--- src/rtl/sram_port_arbiter_if.sv ---
// Request, response and SRAM signals shared by the port arbiter.
// slave is the arbiter view; master is the view of the IF/MEM stages and the SRAM.
interface sram_port_arbiter_if;
  logic        i_req;
  logic [31:0] i_addr;
  logic        i_done;
  logic [31:0] i_rdata;
  logic        d_req;
  logic [3:0]  d_wen;
  logic [31:0] d_addr;
  logic [31:0] d_wdata;
  logic        d_done;
  logic [31:0] d_rdata;
  logic        stallreq_if;
  logic        stallreq_mem;
  logic        sram_en;
  logic [3:0]  sram_wen;
  logic [31:0] sram_addr;
  logic [31:0] sram_wdata;
  logic [31:0] sram_rdata;

  modport slave (
    input  i_req, i_addr,
    input  d_req, d_wen, d_addr, d_wdata,
    input  sram_rdata,
    output i_done, i_rdata,
    output d_done, d_rdata,
    output stallreq_if, stallreq_mem,
    output sram_en, sram_wen, sram_addr, sram_wdata
  );

  modport master (
    output i_req, i_addr,
    output d_req, d_wen, d_addr, d_wdata,
    output sram_rdata,
    input  i_done, i_rdata,
    input  d_done, d_rdata,
    input  stallreq_if, stallreq_mem,
    input  sram_en, sram_wen, sram_addr, sram_wdata
  );
endinterface

--- src/rtl/sram_port_arbiter.sv ---
// Shares the single-ported data SRAM between fetch (I) and load/store (D).
// One fixed-latency transaction at a time; D wins ties unless I is starved.
module sram_port_arbiter #(
  parameter int unsigned LATENCY      = 1,
  parameter int unsigned STARVE_LIMIT = 4
) (
  input logic               clk,
  input logic               rst,
  sram_port_arbiter_if.slave bus
);

  localparam logic [2:0] LAT = 3'(LATENCY);
  localparam logic [3:0] SL  = 4'(STARVE_LIMIT);

  typedef enum logic [1:0] {
    IDLE,
    ISSUE,
    WAIT,
    RESP
  } state_t;

  state_t      state_q, state_d;
  logic        own_i_q, own_i_d;
  logic        wr_q, wr_d;
  logic [2:0]  wcnt_q, wcnt_d;
  logic [3:0]  starve_q, starve_d;
  logic        en_q, en_d;
  logic [3:0]  wen_q, wen_d;
  logic [31:0] addr_q, addr_d;
  logic [31:0] wdata_q, wdata_d;
  logic        i_done_q, i_done_d;
  logic        d_done_q, d_done_d;
  logic [31:0] i_rdata_q, i_rdata_d;
  logic [31:0] d_rdata_q, d_rdata_d;
  logic        any_req;
  logic        grant_i;
  logic [31:0] cap;

  assign any_req = bus.i_req | bus.d_req;
  assign grant_i = bus.i_req &
                   (~bus.d_req | (starve_q == SL));
  assign cap     = wr_q ? 32'h0 : bus.sram_rdata;

  always_ff @(posedge clk or posedge rst) begin
    if (rst) begin
      state_q   <= IDLE;
      own_i_q   <= 1'b0;
      wr_q      <= 1'b0;
      wcnt_q    <= 3'd0;
      starve_q  <= 4'd0;
      en_q      <= 1'b0;
      wen_q     <= 4'd0;
      addr_q    <= 32'h0;
      wdata_q   <= 32'h0;
      i_done_q  <= 1'b0;
      d_done_q  <= 1'b0;
      i_rdata_q <= 32'h0;
      d_rdata_q <= 32'h0;
    end else begin
      state_q   <= state_d;
      own_i_q   <= own_i_d;
      wr_q      <= wr_d;
      wcnt_q    <= wcnt_d;
      starve_q  <= starve_d;
      en_q      <= en_d;
      wen_q     <= wen_d;
      addr_q    <= addr_d;
      wdata_q   <= wdata_d;
      i_done_q  <= i_done_d;
      d_done_q  <= d_done_d;
      i_rdata_q <= i_rdata_d;
      d_rdata_q <= d_rdata_d;
    end
  end

  // SRAM drive registers are loaded on the edge that enters ISSUE.
  always_comb begin
    state_d   = state_q;
    own_i_d   = own_i_q;
    wr_d      = wr_q;
    wcnt_d    = wcnt_q;
    starve_d  = starve_q;
    en_d      = 1'b0;
    wen_d     = 4'd0;
    addr_d    = addr_q;
    wdata_d   = wdata_q;
    i_done_d  = 1'b0;
    d_done_d  = 1'b0;
    i_rdata_d = i_rdata_q;
    d_rdata_d = d_rdata_q;
    unique case (state_q)
      IDLE: begin
        if (any_req) begin
          state_d = ISSUE;
          own_i_d = grant_i;
          en_d    = 1'b1;
          if (grant_i) begin
            wr_d     = 1'b0;
            wen_d    = 4'd0;
            addr_d   = bus.i_addr;
            wdata_d  = 32'h0;
            starve_d = 4'd0;
          end else begin
            wr_d    = |bus.d_wen;
            wen_d   = bus.d_wen;
            addr_d  = bus.d_addr;
            wdata_d = bus.d_wdata;
            if (bus.i_req && starve_q != SL)
              starve_d = starve_q + 4'd1;
          end
        end
      end
      ISSUE: begin
        state_d = WAIT;
        wcnt_d  = LAT;
      end
      WAIT: begin
        wcnt_d = wcnt_q - 3'd1;
        if (wcnt_q == 3'd1) begin
          state_d = RESP;
          if (own_i_q) begin
            i_rdata_d = cap;
            i_done_d  = 1'b1;
          end else begin
            d_rdata_d = cap;
            d_done_d  = 1'b1;
          end
        end
      end
      RESP: begin
        state_d = IDLE;
      end
      default: begin
        state_d = IDLE;
      end
    endcase
  end

  assign bus.sram_en      = en_q;
  assign bus.sram_wen     = wen_q;
  assign bus.sram_addr    = addr_q;
  assign bus.sram_wdata   = wdata_q;
  assign bus.i_done       = i_done_q;
  assign bus.d_done       = d_done_q;
  assign bus.i_rdata      = i_rdata_q;
  assign bus.d_rdata      = d_rdata_q;
  assign bus.stallreq_if  = bus.i_req & ~i_done_q;
  assign bus.stallreq_mem = bus.d_req & ~d_done_q;

endmodule
--- src/flat_wrapper.sv ---
// flat-port wrapper written by rule: the top's interface ports become plain ports
module sram_port_arbiter_flat 
#(
  parameter int unsigned LATENCY      = 1,
  parameter int unsigned STARVE_LIMIT = 4
)
  (clk, rst, bus_i_req, bus_i_addr, bus_d_req, bus_d_wen, bus_d_addr, bus_d_wdata, bus_sram_rdata, bus_i_done, bus_i_rdata, bus_d_done, bus_d_rdata, bus_stallreq_if, bus_stallreq_mem, bus_sram_en, bus_sram_wen, bus_sram_addr, bus_sram_wdata);
  sram_port_arbiter_if bus_i ();
  input logic clk;
  input logic rst;
  input wire logic [$bits(bus_i.i_req)-1:0] bus_i_req;
  input wire logic [$bits(bus_i.i_addr)-1:0] bus_i_addr;
  input wire logic [$bits(bus_i.d_req)-1:0] bus_d_req;
  input wire logic [$bits(bus_i.d_wen)-1:0] bus_d_wen;
  input wire logic [$bits(bus_i.d_addr)-1:0] bus_d_addr;
  input wire logic [$bits(bus_i.d_wdata)-1:0] bus_d_wdata;
  input wire logic [$bits(bus_i.sram_rdata)-1:0] bus_sram_rdata;
  output wire logic [$bits(bus_i.i_done)-1:0] bus_i_done;
  output wire logic [$bits(bus_i.i_rdata)-1:0] bus_i_rdata;
  output wire logic [$bits(bus_i.d_done)-1:0] bus_d_done;
  output wire logic [$bits(bus_i.d_rdata)-1:0] bus_d_rdata;
  output wire logic [$bits(bus_i.stallreq_if)-1:0] bus_stallreq_if;
  output wire logic [$bits(bus_i.stallreq_mem)-1:0] bus_stallreq_mem;
  output wire logic [$bits(bus_i.sram_en)-1:0] bus_sram_en;
  output wire logic [$bits(bus_i.sram_wen)-1:0] bus_sram_wen;
  output wire logic [$bits(bus_i.sram_addr)-1:0] bus_sram_addr;
  output wire logic [$bits(bus_i.sram_wdata)-1:0] bus_sram_wdata;
  assign bus_i.i_req = bus_i_req;
  assign bus_i.i_addr = bus_i_addr;
  assign bus_i.d_req = bus_d_req;
  assign bus_i.d_wen = bus_d_wen;
  assign bus_i.d_addr = bus_d_addr;
  assign bus_i.d_wdata = bus_d_wdata;
  assign bus_i.sram_rdata = bus_sram_rdata;
  assign bus_i_done = bus_i.i_done;
  assign bus_i_rdata = bus_i.i_rdata;
  assign bus_d_done = bus_i.d_done;
  assign bus_d_rdata = bus_i.d_rdata;
  assign bus_stallreq_if = bus_i.stallreq_if;
  assign bus_stallreq_mem = bus_i.stallreq_mem;
  assign bus_sram_en = bus_i.sram_en;
  assign bus_sram_wen = bus_i.sram_wen;
  assign bus_sram_addr = bus_i.sram_addr;
  assign bus_sram_wdata = bus_i.sram_wdata;
  sram_port_arbiter #(.LATENCY(LATENCY), .STARVE_LIMIT(STARVE_LIMIT)) u_core (.clk(clk), .rst(rst), .bus(bus_i));
endmodule
--- config.mk ---
export PLATFORM = sky130hd
export DESIGN_NAME = sram_port_arbiter_flat
export DESIGN_NICKNAME = d
export VERILOG_FILES = /design/src/rtl/sram_port_arbiter_if.sv /design/src/rtl/sram_port_arbiter.sv /design/src/flat_wrapper.sv
export SDC_FILE = /design/constraint.sdc
export NUM_CORES = 1
export LEC_CHECK = 0
export ABC_CLOCK_PERIOD_IN_PS = 9200
export BUFFER_PORTS_ARGS = -buffer_cell sky130_fd_sc_hd__buf_2
export CORE_MARGIN = 10
export CORE_UTILIZATION = 50
export DETAILED_ROUTE_END_ITERATION = 6
export GPL_ROUTABILITY_DRIVEN = 0
export GPL_TIMING_DRIVEN = 0
export PLACE_DENSITY = 0.84
export SLEW_MARGIN = 0
export SYNTH_ARGS = -nofsm -noshare
export SYNTH_HDL_FRONTEND = slang
export SYNTH_SLANG_ARGS = --single-unit
--- constraint.sdc ---
create_clock -name clk -period 9.2 [get_ports clk]
set_clock_uncertainty 0.05 [all_clocks]
set_input_delay 2.3 -clock clk [delete_from_list [all_inputs] [get_ports clk]]
set_output_delay 2.3 -clock clk [all_outputs]
set_load 0.02 [all_outputs]
==> results of run 1 <==
## power by group through the flow
stage	logic [W]	registers, W	clock network [W]
after floorplan	0.000502	0.00138	0
after global placement	0.00128	0.00106	0
after detailed placement	0.00131	0.00108	0
after CTS	0.00133	0.00107	0.000773
after global routing	0.00143	0.00110	0.000803
final	0.00131	0.00107	0.000766
## final cells by class
cell class                 instances  area (um2)  share of cell area, %
antenna                            1        2.50                 0.0299
multi-input combinational        437        2210                   26.4
buffer                            49         220                   2.63
tap                              147         184                   2.20
sequential                       146        3650                   43.6
clock buffer                      22         484                   5.78
clock inverter                    10         178                   2.12
inverter                          14        57.6                  0.687
timing repair buffer             272        1380                   16.5
## sequential cells by signal (all words and copies together) (netlist names)
register,cells
u_core.own_i_q,1
u_core.bus.i_done,1
u_core.state_q,2
u_core.bus.sram_addr,32
u_core.bus.d_done,1
u_core.wcnt_q,3
u_core.bus.sram_wdata,32
u_core.bus.i_rdata,32
u_core.bus.d_rdata,32
u_core.wr_q,1
u_core.starve_q,4
u_core.bus.sram_wen,4
u_core.bus.sram_en,1
## worst paths after layout
| check | to |
|---|---|
| worst max-delay path | bus_stallreq_if |
| worst min-delay path | u_core.bus.d_rdata[7]$_DFFE_PP0P_ |
| worst max register to register | u_core.bus.i_rdata[26]$_DFFE_PP0P_ |
| worst min register to register | u_core.bus.d_rdata[7]$_DFFE_PP0P_ |
| max in group asynchronous | u_core.starve_q[2]$_DFFE_PP0P_ |
| min in group asynchronous | u_core.bus.d_rdata[0]$_DFFE_PP0P_ |
## worst min-delay path, stage by stage (launching register included)
cell and delay [ns]:
dfrtp_1 0.33, nand2_1 0.04, o21ai_0 0.06
## placed cells by master (no fill, tap or decap), drive strengths merged, types with 3 or more instances in the layout
cell      n
buf     298
ha        7
nand2b   35
inv      14
nand2   133
bufinv    5
clkbuf   45
clkinv    4
a22o      3
o21ai   133
and2      4
dfrtp   146
a31oi    33
nand3    36
nor2     32
## per-layer routing
layer  track usage [%]  vias to the layer above  wire [um]
met3              9.55                       32       2210
met4              8.24                        0        420
met2              39.4                      285      10100
met1              25.9                     2784       7460
li1                  -                     2769          -
met5                 0                        -          0
## stage by stage
| stage | util, % | instances |
|---|---|---|
| after global placement | 63.9 | 1064 |
| after CTS | 69.7 | 1097 |
| after global routing | 69.7 | 1097 |
| after detailed placement | 64.2 | 1065 |
| after floorplan | - | 646 |
| final | 69.7 | 1098 |
## logic make-up (layout without fill, tap and decap cells)
logic type,after synthesis,in the layout,synth area share (%)
and+or+nand+nor,254,254,18.9
AOI/OAI and AO/OA,174,174,15.4
DFF,146,146,59.5
buffers and inverters,63,367,4.44
adders and majority gates,7,7,1.43
muxes,2,2,0.326
other,0,1,0
==> results.md, run 1 <==
* Status: complete, no violations
* Synth area leader: dfrtp_1
* Cell mode on critical path: buf_2
* Endpoints failing hold at 0
* HPWL Detailed at around 15000 um
* Setup Buffers After CTS at 0
* Setup CP Type: input port to primary output
* Area grow syn2layout at 36.5%
* Ratio of cells with drive above 1 in the final layout at a little over a third
* Drt wl/cell at approximately 18 um
* Power share of the clock group at 24.4%
* Synthesized area at 0.00614 mm2
* Width of the chip at between 100 and 150 um
* Startpoint of the worst register-to-register path: u_core.state_q[0]$_DFFE_PP0P_
* Hold crit path type: flip-flop to flip-flop
* Clk buf depth at 2
* Unrepaired setup endpoints after global routing: false
* Min-Delay Path Depth at 2
* R2R cell count at 6
* Die Span Y at between 100 and 150 um
* Area contributors post-synth: dfrtp_1 60%, nand2_1 8.1%, o21ai_0 7.4%
* Crit path required time at ~7 ns
* Min Hold Slack at around 0.42 ns
* DP Worst Slack at a little under 4 ns
* Post-synth top cells: 146 x dfrtp_1, 133 x nand2_1, 91 x o21ai_0
* Largest net degree at the start of global routing at 91
* Tot Pwr at between 0.003 and 0.004 W
* CTS Hold Bufs at 0
* Global route overflow at 0
* Placement Cell Area at 0.00771 mm2
* Gates resized, CTS repair at 0
* Fin crit share at 57.5%
* # setup viols final at 0
* Pins Over Slew Limit at 0
* Post-synth EDFFs at 0
* Vias in the first global route at ~6000
* Hold Startpoint: u_core.bus.d_rdata[7]$_DFFE_PP0P_
* Part of the power in combinational logic at between 40% and 50%
* Overall routed net length at between 20000 and 25000 um
* Stages on the worst setup path at 4
* Maxcap violations at 0
* Slowest stage cell, crit path: buf_2
* Leakage power at ~4.3 nW
* Worst path bufs/invs at 3
* Die ar. at roughly 0.017 mm2
* CTS buffer count at 17
* First-pass GRT wire length at around 31000 um
* Sequential power share at between 30% and 40%
* Worst path cell trace: buf_2 > buf_4 > nor2b_1 > buf_2
* Post-Synthesis Cells at ~650
* Power density cells at 375 mW/mm2
* Cell area after layout at approximately 0.0084 mm2
* Clk root buf: clkbuf_16
* Warnings, synthesis at 0
* Sequential area share after synthesis at slightly below 60%
* Drt pass-1 iters at 5
* Fillers at 959
* Final antenna-violating net count at 0
* Count of different cell masters after synthesis at 35
* R2R setup slack at 7.21 ns
* Initial antenna violation count at 0
* Cell family with the largest share of critical-path delay: buffers and inverters
* Initial Util at between 50 and 60%
* Final Net Count at approximately 1100
* Cell row count at 40
* Critical path startpoint category: input port
* Biggest cell delay along the critical path at between 0.15 and 0.2 ns
* DR vias at around 6000
* H-tree levels at 4
* Setup TNS Final at 0 ns
* Final Critical Period at 5.29 ns
* Psw at 0.00128 W
* Ys async rst share at between 90% and 100%
* Worst Path Max Fanout at 10
* Main flop type after synthesis: dfrtp_1
* Top-area cell type share of the netlist area at about three fifths
* Clk slew on worst S/H paths at about 0.060 ns
* Clk sinks at approximately 150
* Core area at between 0.01 and 0.015 mm2
* Drt first-iter violations at about 380
* Mean Syn Cell Area at 9.50 um2
* Worst Setup End Kind: primary output
* Int Pwr at roughly 0.0019 W
* Slew @ Worst Pin at roughly 0.53 ns
* Sw frac at around two fifths
* IO Count at between 200 and 300
* Final WS setup at around 3.9 ns
* Max VDD drop at around 0.2 mV
* F_max at around 190 MHz
* Total track usage at between 20% and 30%
* Count leader, synth: dfrtp_1
* Critical path origin: bus_i_req
* Drt drc at 0
* Rel. slew slack at 64.5%
* CTS tree: built
* Skew-Pair Late Insertion Delay at approximately 0.42 ns
* Vias per cell at approximately 5.3
* Worst Path Arrival at a little under 3 ns
* Buffers on Ports at between 200 and 300
* Register bit total from synthesis at 146
* Synthesized net count at approximately 790
(Power assumes the default switching activity.)
==> run 2, diff against run 1 <==
ABC_AREA = 1   (was default)
ABC_CLOCK_PERIOD_IN_PS = 4850   (was 9200)
CORE_UTILIZATION = 44   (was 50)
PLACE_DENSITY = 0.76   (was 0.84)
clock period = 4.85 ns   (was 9.2 ns; I/O delays follow)
==> results.md, run 2 <==
* Count of different cell masters after synthesis at 22
* Cell family with the largest share of critical-path delay: buffers and inverters
* DR vias at about 6300
* CTS Hold Bufs at 0
* Critical path startpoint category: input port
* Sequential area share after synthesis at 52.4%
* Final Net Count at approximately 1300
* Worst path bufs/invs at 4
* Clk buf depth at 2
* Max VDD drop at between 0.2 and 0.3 mV
* Fin util at 60.5%
* Placed insts at between 1000 and 1500
* Area grow syn2layout at 33.4%
* Clk sinks at 146
* Synthesized area at ~0.007 mm2
* Unrepaired setup endpoints after global routing: false
* Largest net degree at the start of global routing at 43
* Cell row count at 45
* Gates resized, CTS repair at 0
* Slowest stage cell, crit path: clkbuf_1
* Leakage power at roughly 5.5 nW
* CTS tree: built
* Critical path origin: bus_i_req
* Worst path cell trace: buf_4 > clkbuf_1 > inv_1 > nor2_1 > buf_2
* Final antenna-violating net count at 0
* Setup CP Type: input port to primary output
* Fin crit share at slightly above 70%
* Power density cells at slightly below 700 mW/mm2
* F_max at about 280 MHz
* Finished Layout Cells at approximately 1400
* Post-synth EDFFs at 0
* Crit path required time at between 3 and 4 ns
* Worst Path Max Fanout at 10
* Psw at roughly 0.0027 W
* Int Pwr at between 0.003 and 0.004 W
* Die ar. at 0.0213 mm2
* Initial antenna violation count at 3
* Ys async rst share at 100%
* First-pass GRT wire length at 34700 um
* Part of the power in combinational logic at between 40% and 50%
* Core area at 0.0154 mm2
* Hold crit path type: flip-flop to flip-flop
* Count leader, synth: nand2_1
* Commonest cells after routing, fill and taps aside: 289 x buf_2, 239 x nand2_1, 182 x inv_1
* Overall routed net length at 21700 um
* Width of the chip at about 150 um
* Post-Synthesis Cells at 851
* Mean Syn Cell Area at between 8 and 9 um2
* H-tree levels at 4
* Main flop type after synthesis: dfrtp_1
* Vias in the first global route at approximately 6700
* Hold Startpoint: u_core.bus.sram_wdata[31]$_DFFE_PP0P_
* Initial Util at a little under half
* Post-synth top cells: 239 x nand2_1, 183 x inv_1, 146 x dfrtp_1
* Worst Setup End Kind: primary output
* Sw frac at between 40% and 50%
* Maxcap violations at 0
* Ratio of cells with drive above 1 in the final layout at around a third
* Slew @ Worst Pin at 0.813 ns
* Commonest non-fill, non-tap cell in the layout: buf_2
* Global route overflow at 0
* Total track usage at between 20% and 30%
* Top-area cell type share of the netlist area at 52.4%
* Sequential power share at around 33%
* Biggest cell delay along the critical path at 0.40 ns
* DP Worst Slack at about 1.3 ns
* Synth area leader: dfrtp_1
* Vias per cell at 4.63
* Status: complete, no violations
* Final WS setup at between 1 and 1.5 ns
* Drt wl/cell at ~16 um
* CTS buffer count at 17
* Pins Over Slew Limit at 0
* # setup viols final at 0
* Synthesized net count at 994
* Clk root buf: clkbuf_16
* Skew-Pair Late Insertion Delay at about 0.42 ns
* Area contributors post-synth: dfrtp_1 52%, nand2_1 13%, inv_1 9.8%
* Setup Buffers After CTS at 0
* Final Critical Period at about 3.5 ns
* Drt first-iter violations at 339
* Drt drc at 0
* HPWL Detailed at 16900 um
* Register bit total from synthesis at 146
* Clk slew on worst S/H paths at 0.06 ns
* R2R setup slack at ~3.1 ns
* Power share of the clock group at between 20% and 30%
* Drt pass-1 iters at 4
* Setup TNS Final at 0 ns
* IO Count at 273
* Warnings, synthesis at 0
* Worst Path Arrival at 2.26 ns
* Tot Pwr at 0.00631 W
* Endpoints failing hold at 0
* Startpoint of the worst register-to-register path: u_core.starve_q[0]$_DFFE_PP0P_
* Buffers on Ports at 271
* Rel. slew slack at between 40% and 50%
* Die Span Y at 146 um
==> run 2: cell types whose count changed after synthesis, moves of 5 or more <==
cell      delta
o21ai_0     -72
nor2_1       +7
inv_1      +170
nand3_1     +66
o21ai_1     -41
a31oi_1     -33
buf_2        -5
buf_6       +12
nand2_1    +106
clkbuf_1    -15
nand2b_1    -35
o21ai_2     +54
buf_4        +6
==> run 2: kinds of logic (layout without fill, tap and decap cells) <==
kind of cell	Yosys count	after routing	share of synthesized area, %
buffers and inverters	231	537	14.5
adders and majority gates	7	7	1.26
and+or+nand+nor	391	391	23.4
AOI/OAI and AO/OA	74	74	8.22
DFF	146	146	52.4
other	0	2	0
xor gates and xnor gates	2	2	0.251
==> run 2: area by class of cell <==
cell class                      instances  area, um2
Antenna cell                            2       5.00
Buffer                                 46        315
Clock buffer                           18        439
Clock inverter                         14        203
Fill cell                            1404       6070
Inverter                              185        698
Multi-Input combinational cell        474       2310
Sequential cell                       146       3650
Tap cell                              211        264
Timing Repair Buffer                  274       1420
==> run 2: power groups by stage <==
stage / sequential, W / clock [W] / combinational [W]
final: 0.00206 / 0.00143 / 0.00282
after global routing: 0.00213 / 0.00151 / 0.00311
after CTS: 0.00206 / 0.00145 / 0.00287
after detailed placement: 0.00206 / 0 / 0.00287
after global placement: 0.00206 / 0 / 0.00280
after floorplan: 0.00266 / 0 / 0.00124
==> run 2: metal layers <==
layer | global-route usage [%] | share of wire, % | vias up
met5 | 0 | 0.060 | -
met4 | 7.18 | 2.0 | 2
met3 | 8.54 | 10 | 37
met2 | 31.9 | 47 | 265
met1 | 23.6 | 41 | 2903
li1 | - | - | 3134
==> run 2: worst min-delay path: cells and delay by family (launching register included) <==
family	cells	cell delay, ns
flip-flops	1	0.34
AND/OR/NAND/NOR	2	0.10
==> run 2: metrics by stage <==
stage	cell area [um2]	hold slack [ns]
2_1_floorplan	6980	0.403
3_3_place_gp	8600	0.408
3_5_place_dp	8660	0.410
4_1_cts	9300	0.428
5_1_grt	9300	0.449
6_report	9310	0.424
==> run 2: path summary, 6_finish.rpt <==
path / to / cells past startpoint
setup / recovery: bus_stallreq_if / 5
hold / removal: u_core.bus.sram_wdata[31]$_DFFE_PP0P_ / 2
setup reg to reg: u_core.bus.sram_wdata[12]$_DFFE_PP0P_ / 8
hold reg to reg: u_core.bus.sram_wdata[31]$_DFFE_PP0P_ / 2
max in group asynchronous: u_core.bus.sram_addr[14]$_DFFE_PP0P_ / 3
min in group asynchronous: u_core.bus.sram_wdata[6]$_DFFE_PP0P_ / 2
